### src/rtl/riscv_test_pkg.sv
// Shared definitions for the riscv-tests end-of-test monitor: verdict FSM
// state encoding and the register indices used by the riscv-tests ABI.
package riscv_test_pkg;

    typedef enum logic [1:0] {
        RUN     = 2'd0,
        PASS    = 2'd1,
        FAIL    = 2'd2,
        TIMEOUT = 2'd3
    } test_state_e;

    // riscv-tests convention registers
    localparam logic [4:0] REG_TESTNUM = 5'd3;   // current test number
    localparam logic [4:0] REG_DONE    = 5'd26;  // test-finished flag
    localparam logic [4:0] REG_RESULT  = 5'd27;  // pass flag

    // Terminal states never leave until reset.
    function automatic logic is_terminal(input test_state_e st);
        is_terminal = (st != RUN);
    endfunction

endpackage

### src/rtl/riscv_test_monitor_sat_counter.sv
// Saturating up-counter: counts enabled cycles and sticks at all-ones.
module sat_counter #(
    parameter int W = 32
) (
    input  logic         clk,
    input  logic         rst,
    input  logic         en,
    output logic [W-1:0] cnt
);

    localparam logic [W-1:0] ONE_C = {{(W-1){1'b0}}, 1'b1};
    localparam logic [W-1:0] MAX_C = {W{1'b1}};

    logic [W-1:0] cnt_r;

    // Count up while enabled, holding at the maximum value once reached.
    always_ff @(posedge clk or posedge rst) begin
        if (rst) begin
            cnt_r <= {W{1'b0}};
        end else if (en && (cnt_r != MAX_C)) begin
            cnt_r <= cnt_r + ONE_C;
        end else begin
            cnt_r <= cnt_r;
        end
    end

    assign cnt = cnt_r;

endmodule

### src/rtl/riscv_test_monitor.sv
// End-of-test monitor for riscv-tests programs. Snoops the register-file
// write-back port, shadows x3/x26/x27 and latches a pass/fail/timeout verdict
// with a one-cycle report strobe so the verdict is printed exactly once.
module riscv_test_monitor
    import riscv_test_pkg::*;
#(
    parameter int XLEN           = 64,
    parameter int CNT_W          = 32,
    parameter int TIMEOUT_CYCLES = 100000
) (
    input  logic             clk,
    input  logic             rst,
    input  logic             wb_we_i,
    input  logic [4:0]       wb_waddr_i,
    input  logic [XLEN-1:0]  wb_wdata_i,
    output logic             done_o,
    output logic             pass_o,
    output logic             fail_o,
    output logic             timeout_o,
    output logic             report_o,
    output logic [XLEN-1:0]  fail_testnum_o,
    output logic [CNT_W-1:0] cycle_cnt_o,
    output logic [CNT_W-1:0] wb_cnt_o
);

    localparam logic [XLEN-1:0]  ONE_C      = {{(XLEN-1){1'b0}}, 1'b1};
    localparam logic [XLEN-1:0]  ZERO_C     = {XLEN{1'b0}};
    localparam logic [CNT_W-1:0] TO_LAST_C  = CNT_W'(TIMEOUT_CYCLES - 1);

    test_state_e     state_r;
    test_state_e     state_nxt_s;
    logic [XLEN-1:0] sh_x3_r;
    logic [XLEN-1:0] sh_x26_r;
    logic [XLEN-1:0] sh_x27_r;
    logic [XLEN-1:0] testnum_r;
    logic            done_r;
    logic            pass_r;
    logic            fail_r;
    logic            timeout_r;
    logic            report_r;

    logic            in_run_s;
    logic            acc_s;
    logic            finish_s;
    logic            expire_s;
    logic            verdict_s;
    logic            cyc_en_s;
    logic [CNT_W-1:0] cycle_cnt_s;
    logic [CNT_W-1:0] wb_cnt_s;

    // Qualify write-back traffic: only nonzero addresses while still running.
    always_comb begin
        in_run_s = !is_terminal(state_r);
        acc_s    = in_run_s && wb_we_i && (wb_waddr_i != 5'd0);
        // sh_x26 can never hold 1 while running, so this guard only documents
        // that a latched finish flag cannot retrigger a verdict.
        finish_s = acc_s && (wb_waddr_i == REG_DONE) && (wb_wdata_i == ONE_C)
                   && (sh_x26_r != ONE_C);
        expire_s = in_run_s && (cycle_cnt_s == TO_LAST_C);
    end

    // Verdict FSM next state: the finish write outranks the timeout.
    always_comb begin
        state_nxt_s = state_r;
        case (state_r)
            RUN: begin
                if (finish_s) begin
                    if (sh_x27_r == ONE_C) begin
                        state_nxt_s = PASS;
                    end else begin
                        state_nxt_s = FAIL;
                    end
                end else if (expire_s) begin
                    state_nxt_s = TIMEOUT;
                end else begin
                    state_nxt_s = RUN;
                end
            end
            PASS:    state_nxt_s = PASS;
            FAIL:    state_nxt_s = FAIL;
            TIMEOUT: state_nxt_s = TIMEOUT;
            default: state_nxt_s = RUN;
        endcase
        verdict_s = in_run_s && is_terminal(state_nxt_s);
        cyc_en_s  = in_run_s && !verdict_s;
    end

    // FSM state, registered verdict flags, report strobe and test-number capture.
    always_ff @(posedge clk or posedge rst) begin
        if (rst) begin
            state_r   <= RUN;
            done_r    <= 1'b0;
            pass_r    <= 1'b0;
            fail_r    <= 1'b0;
            timeout_r <= 1'b0;
            report_r  <= 1'b0;
            testnum_r <= ZERO_C;
        end else begin
            state_r   <= state_nxt_s;
            done_r    <= is_terminal(state_nxt_s);
            pass_r    <= (state_nxt_s == PASS);
            fail_r    <= (state_nxt_s == FAIL);
            timeout_r <= (state_nxt_s == TIMEOUT);
            report_r  <= verdict_s;
            if (verdict_s) begin
                testnum_r <= sh_x3_r;
            end else begin
                testnum_r <= testnum_r;
            end
        end
    end

    // Shadow copies of the convention registers, frozen once a verdict exists.
    always_ff @(posedge clk or posedge rst) begin
        if (rst) begin
            sh_x3_r  <= ZERO_C;
            sh_x26_r <= ZERO_C;
            sh_x27_r <= ZERO_C;
        end else if (acc_s) begin
            if (wb_waddr_i == REG_TESTNUM) begin
                sh_x3_r <= wb_wdata_i;
            end else begin
                sh_x3_r <= sh_x3_r;
            end
            if (wb_waddr_i == REG_DONE) begin
                sh_x26_r <= wb_wdata_i;
            end else begin
                sh_x26_r <= sh_x26_r;
            end
            if (wb_waddr_i == REG_RESULT) begin
                sh_x27_r <= wb_wdata_i;
            end else begin
                sh_x27_r <= sh_x27_r;
            end
        end else begin
            sh_x3_r  <= sh_x3_r;
            sh_x26_r <= sh_x26_r;
            sh_x27_r <= sh_x27_r;
        end
    end

    // RUN cycles; stops advancing on the edge that enters a terminal state.
    sat_counter #(.W(CNT_W)) u_cycle_cnt (
        .clk (clk),
        .rst (rst),
        .en  (cyc_en_s),
        .cnt (cycle_cnt_s)
    );

    // Accepted write-backs, including the finishing x26 write itself.
    sat_counter #(.W(CNT_W)) u_wb_cnt (
        .clk (clk),
        .rst (rst),
        .en  (acc_s),
        .cnt (wb_cnt_s)
    );

    assign done_o         = done_r;
    assign pass_o         = pass_r;
    assign fail_o         = fail_r;
    assign timeout_o      = timeout_r;
    assign report_o       = report_r;
    assign fail_testnum_o = testnum_r;
    assign cycle_cnt_o    = cycle_cnt_s;
    assign wb_cnt_o       = wb_cnt_s;

endmodule
### config.mk
export PLATFORM = sky130hd
export DESIGN_NAME = riscv_test_monitor
export DESIGN_NICKNAME = d
export VERILOG_FILES = /design/src/rtl/riscv_test_pkg.sv /design/src/rtl/riscv_test_monitor_sat_counter.sv /design/src/rtl/riscv_test_monitor.sv
export SDC_FILE = /design/constraint.sdc
export NUM_CORES = 1
export LEC_CHECK = 0
export CAP_MARGIN = 20
export CORE_UTILIZATION = 35
export DETAILED_ROUTE_END_ITERATION = 8
export GPL_TIMING_DRIVEN = 0
export PLACE_DENSITY = 0.64
export SYNTH_ARGS = -nofsm -noshare
export SYNTH_HDL_FRONTEND = slang
export SYNTH_SLANG_ARGS = --single-unit
### constraint.sdc
create_clock -name clk -period 23.9 [get_ports clk]
set_clock_uncertainty 0.2 [all_clocks]
set_input_delay 7.17 -clock clk [delete_from_list [all_inputs] [get_ports clk]]
set_output_delay 7.17 -clock clk [all_outputs]
set_load 0.01 [all_outputs]
# [Yosys cells after proc, flatten, opt, wreduce, memory -nomap -nowiden]
# Cells that the tools add are included.
[totals] out_inout_bits=133 latchBits=0 ramBits=0 in_bits=72 word_cells=52 reg_bits=327 romBits=0 memories=0
[classes] muxes=4 mul=0 n_bitwise=0 div_mod_pow=0 n_eq_ne=15 n_shift=0 n_reduce_logical=19 n_lt_le_gt_ge=0 addsub=2
[op_table] op="$eq 64x1->1 const B" count=2
[op_table] op="$add 32x1->32 const B" count=2
[op_table] op="$ne 32x32->1 const B" count=2
[op_table] op="$ne 64x1->1 const B" count=1
[op_table] op="$eq 32x17->1 const B" count=1
[op_table] op="$eq 5x5->1 const B" count=2
[op_table] op="$logic_and 1x1->1" count=10
[op_table] op="$eq 2x2->1 const B" count=4
[op_table] op="$pmux 2 s4" count=1
[op_table] op="$mux 2" count=3
[op_table] op="$reduce_and 2->1" count=3
[op_table] op="$eq 5x2->1 const B" count=1
[op_table] op="$reduce_bool 5->1" count=1
[op_table] op="$eq 2x1->1 const B" count=2
[op_table] op="$reduce_bool 2->1" count=2
[op_table] op="$logic_not 1->1" count=2
[op_table] op="$logic_not 2->1" count=1

# [Depth between registers and ports, before layout]
[logic_depth] depth_word=14 depth_mapped=8

# [Modules after synthesis]
# Synthesis repeated with hierarchy kept, for this count alone.
[hier_totals] hier_cells=959 area_unflattened_um2=13746.9
[modules_own_cells] module="riscv_test_monitor" seq_area_each_um2=6581.3 n_inst=1 cells_per_inst=681 area_per_inst_um2=10623.9
[modules_own_cells] module="sat_counter" seq_area_each_um2=800.8 n_inst=2 cells_per_inst=139 area_per_inst_um2=1561.5

# [Least setup slack after synthesis]
# Ideal clock, no wire load.
[synth_timing] path_type="in2reg" start="in wb_waddr_i[2]" end="reg testnum_r[10], in the netlist fail_testnum_o[10]" required_time_ps=23575 stages=8 n_path_buf=2 arrival_ps=9155 path_slack_ps=14420 cell_sequence="and4bb_1 -> nand4_1 -> or4_4 -> a311oi_4 -> nor2_2 -> buf_6 -> buf_6 -> mux2_4"
[synth_via] elab_chain_cells=9
[synth_rtl] item="from (decl)" line_no="riscv_test_monitor.sv:14" text="input logic [4:0] wb_waddr_i,"
[synth_rtl] item="$reduce_bool 5->1" line_no="riscv_test_monitor.sv:54" text="acc_s = in_run_s && wb_we_i && (wb_waddr_i != 5'd0);"
[synth_rtl] item="$logic_and 1x1->1" line_no="riscv_test_monitor.sv:54"
[synth_rtl] item="$logic_and 1x1->1 (*) (2 in series)" line_no="riscv_test_monitor.sv:57" text="finish_s = acc_s && (wb_waddr_i == REG_DONE) && (wb_wdata_i == ONE_C)"
[synth_rtl] item="$logic_and 1x1->1 (*)" line_no="riscv_test_monitor.sv:58" text="&& (sh_x26_r != ONE_C);"
[synth_rtl] item="$mux 2 (*)" line_no="riscv_test_monitor.sv:67" text="if (finish_s) begin"
[synth_rtl] item="$pmux 2 s4 (*)" line_no="riscv_test_monitor.sv:65" text="case (state_r)"
[synth_rtl] item="$reduce_bool 2->1 (*)" line_no="riscv_test_pkg.sv:19" text="is_terminal = (st != RUN);"
[synth_rtl] item="$logic_and 1x1->1 (*)" line_no="riscv_test_monitor.sv:84" text="verdict_s = in_run_s && is_terminal(state_nxt_s);"
[synth_rtl] item="to (signal assigned)" line_no="riscv_test_monitor.sv:106" text="testnum_r <= sh_x3_r;"
[synth_rtl] item="to (signal assigned)" line_no="riscv_test_monitor.sv:108" text="testnum_r <= testnum_r;"
[synth_rtl] item="to (decl)" line_no="riscv_test_monitor.sv:35" text="logic [XLEN-1:0] testnum_r;"
# Every way passes the cells marked *; elsewhere a longest branch is shown, timed or not.
# A chain may end at the register's enable or synchronous reset.

# [Worst setup path after layout]
[layout_timing] start="in wb_wdata_i[12]" end="reg testnum_r[7], in the netlist fail_testnum_o[7]"
[layout_via] elab_chain_cells=7
[layout_rtl] item="from (decl)" line_no="riscv_test_monitor.sv:15" text="input logic [XLEN-1:0] wb_wdata_i,"
[layout_rtl] item="$eq 64x1->1" line_no="riscv_test_monitor.sv:57"
[layout_rtl] item="$logic_and 1x1->1" line_no="riscv_test_monitor.sv:57"
[layout_rtl] item="$logic_and 1x1->1" line_no="riscv_test_monitor.sv:58"
[layout_rtl] item="$mux 2" line_no="riscv_test_monitor.sv:67"
[layout_rtl] item="$pmux 2 s4" line_no="riscv_test_monitor.sv:65"
[layout_rtl] item="$reduce_bool 2->1" line_no="riscv_test_pkg.sv:19"
[layout_rtl] item="$logic_and 1x1->1" line_no="riscv_test_monitor.sv:84"
# Every way passes these cells.

==> impl_metrics.json <==
{
  "hold_violations": 0,
  "first_iter_violations": 404,
  "post-route-period-util": 0.435,
  "setup_violations": 0,
  "grt_pass1_wl_um": 54000,
  "highest_layer": "met5",
  "fin_nets": 1312,
  "synth_top_cell_by_area": "dfrtp_1",
  "regArea_um2": 8180,
  "drt-pass1-iter-count": 5,
  "place_congestion": 0.845,
  "vdd_drop_max_mv": 0.0452,
  "cts.root.buffer_cell": "clkbuf_16",
  "grt_pass1_vias": 9421,
  "vias": 9183,
  "status": "complete, no violations",
  "cp.required_ns": 24.11,
  "max_freq_mhz": 96.1,
  "routedWlPerCell_um": 19.4,
  "p_seq_frac": 0.485,
  "cts_made_buffers": 37,
  "syn_nets": 1067,
  "min_path_type": "reg2reg",
  "async_reset_ff_frac": 1.00,
  "rsz0062_at_grt": "no",
  "crit_fanout": 10,
  "timing.slew.headroom": 0.352,
  "antenna_found_initial": 2,
  "die_w_um": 200,
  "drv_slew": 0,
  "insertion_delay_ns": 0.55,
  "power_uw": 1370,
  "clkSlewWorstSetupHoldPaths_ns": 0.05,
  "nFillCells": 3516,
  "tritoncts": "done",
  "end_kind": "flop",
  "fin_setup_tns_ns": 0,
  "netlist_area_um2": 13700,
  "synth_ff_type": "dfrtp_1",
  "synth.area.top_cells": "dfrtp_1 60%, mux2_2 19%, nor4_1 4.0%",
  "syn_to_final_growth_pct": 29.2,
  "crit_arrival_ns": 10.62,
  "cts_setup_buffers": 0,
  "intPower_uw": 1040,
  "ioPinCount": 205,
  "hpwlAfterDp_um": 25000,
  "ctsLongestPathBuffers": 3,
  "yosysSeqAreaShare": 0.596,
  "pwr-share-comb": 0.100,
  "core_area_um2": 38600,
  "finalWorstSetupSlack_ns": 13.49,
  "cts_resized": 0,
  "dp_slack_ns": 12.93,
  "grt_usage": 0.176,
  "setup.worst_path.class": "in2reg",
  "htreeDepth": 2,
  "synth.distinct_cells": 41,
  "grt_overflow_total": 0,
  "antenna_left": 0,
  "dieArea_um2": 40000,
  "rows": 72,
  "portBuffers": 204,
  "routed_wl_um": 34500,
  "drive_above_1_share": 0.262,
  "utilization": 0.459,
  "netlist.area_leader.share": 0.596,
  "cts.sinks": 327,
  "p_sw_uw": 330,
  "pwr_density_cell_nw_per_um2": 77.4,
  "tightest_slew_ns": 0.963,
  "wl_met3_um": 1550,
  "startpoint_type": "input pin",
  "die_height_um": 200,
  "avgSynthCellArea_um2": 13.8,
  "synth_edf_count": 0,
  "wl_met1_um": 15800,
  "ctsHoldBuffers": 0,
  "ys_ff_latch": 327,
  "maxCapViolCount": 0,
  "viasPerCell": 5.15,
  "ys_warn_count": 0,
  "grt_max_degree": 129,
  "met2_length_um": 15900,
  "sw_frac_of_total": 0.240,
  "start_util": 0.355,
  "leakagePower_uw": 0.00784,
  "p_clk_frac": 0.416,
  "fin_crit_ns": 10.41,
  "multi_input_area_um2": 5350,
  "synthCells": 993,
  "route.detailed.drc": 0
}
## worst max-delay path: stages
cell             delay, ns
clkdlybuf4s50_1       0.52
nor4_1                0.63
nand4_1               0.20
or4_4                 0.58
a311oi_4              0.57
nor2_2                0.24
buf_6                 0.23
buf_6                 0.17
mux2_4                0.30
## per-stage QoR
stage | hold WS [ns] | std cells | area [um^2]
after floorplan | 0.252 | 993 | 13700
after global placement | 0.268 | 1715 | 16400
after detailed placement | 0.268 | 1717 | 16500
after CTS | 0.281 | 1782 | 17700
after global routing | 0.285 | 1783 | 17700
final | 0.278 | 1783 | 17700
## cell usage after synthesis (5+ instances only)
| cell | number |
|---|---|
| nand2_1 | 38 |
| xnor2_1 | 39 |
| xor2_1 | 21 |
| clkbuf_1 | 29 |
| inv_1 | 6 |
| and3_1 | 22 |
| nor3_1 | 14 |
| nor4b_1 | 6 |
| dfrtp_1 | 327 |
| and4_1 | 8 |
| nand3_1 | 27 |
| mux2_4 | 20 |
| nand4_1 | 44 |
| mux2_2 | 232 |
| nor4_1 | 88 |
| or4_1 | 5 |
| mux2_1 | 7 |
| nor2_1 | 24 |
## layout by cell type, fill, tap and decap left out, types with 8 or more instances in the layout
cell	instances
xnor2_1	39
and4_1	8
nand3_1	27
nand2_1	38
clkbuf_16	38
xor2_1	21
nor2_1	24
dfrtp_1	327
nor4_1	88
and3_1	22
clkbuf_8	12
mux2_2	232
nor3_1	14
clkbuf_1	33
mux2_4	20
clkdlybuf4s50_1	204
nand4_1	44
## layer usage
metal	global-route usage	up-vias
li1	-	4203
met3	0.0314	80
met2	0.272	248
met5	0	-
met4	0.0823	2
met1	0.241	4650
## power by group through the flow
| stage | Combinational, uW | Sequential, uW | Clock [uW] |
|---|---|---|---|
| floorplan | 86.4 | 663 | 0 |
| global placement | 132 | 673 | 0 |
| detailed placement | 139 | 675 | 0 |
| CTS | 139 | 665 | 589 |
| global route | 150 | 674 | 608 |
| finish | 137 | 665 | 570 |
## flip-flops by register name (all words and copies together), names as in the netlist
register,flops
fail_testnum_o,64
sh_x26_r,64
sh_x27_r,64
sh_x3_r,64
u_cycle_cnt.cnt,32
u_wb_cnt.cnt,32
state_r,2
done_o,1
fail_o,1
pass_o,1
report_o,1
timeout_o,1
## final cells by class
| class | instances | area share |
|---|---|---|
| well taps | 518 | 0.0366 |
| clock buffers | 54 | 0.0638 |
| multi-input cells | 624 | 0.302 |
| inverters | 6 | 0.00169 |
| plain buffers | 36 | 0.00946 |
| diodes | 1 | 0.000141 |
| flip-flops and latches | 327 | 0.462 |
| repair buffers | 206 | 0.118 |
| clock inverters | 11 | 0.00650 |
## final timing paths
kind	startpoint	slack (ns)	cells past startpoint	end
max in group asynchronous	rst	15.41	3	u_wb_cnt.cnt[10]
max	wb_wdata_i[12]	13.49	9	fail_testnum_o[7]
min reg2reg	sh_x3_r[3]	0.28	1	fail_testnum_o[3]
min	sh_x3_r[3]	0.28	1	fail_testnum_o[3]
max reg2reg	state_r[0]	20.27	8	fail_testnum_o[7]
min in group asynchronous	rst	6.97	2	fail_testnum_o[22]
## logic make-up (layout without fill, tap and decap cells)
| kind of cell | after synthesis | in the layout | synth area share |
|---|---|---|---|
| DFF | 327 | 327 | 0.596 |
| and+or+nand+nor | 291 | 291 | 0.123 |
| muxes | 259 | 259 | 0.218 |
| xor gates and xnor gates | 60 | 60 | 0.0383 |
| buffers and inverters | 42 | 313 | 0.0139 |
| AOI/OAI and AO/OA | 12 | 12 | 0.00876 |
| adders and majority gates | 2 | 2 | 0.00182 |
| other | 0 | 1 | 0 |
(Power assumes the default switching activity.)
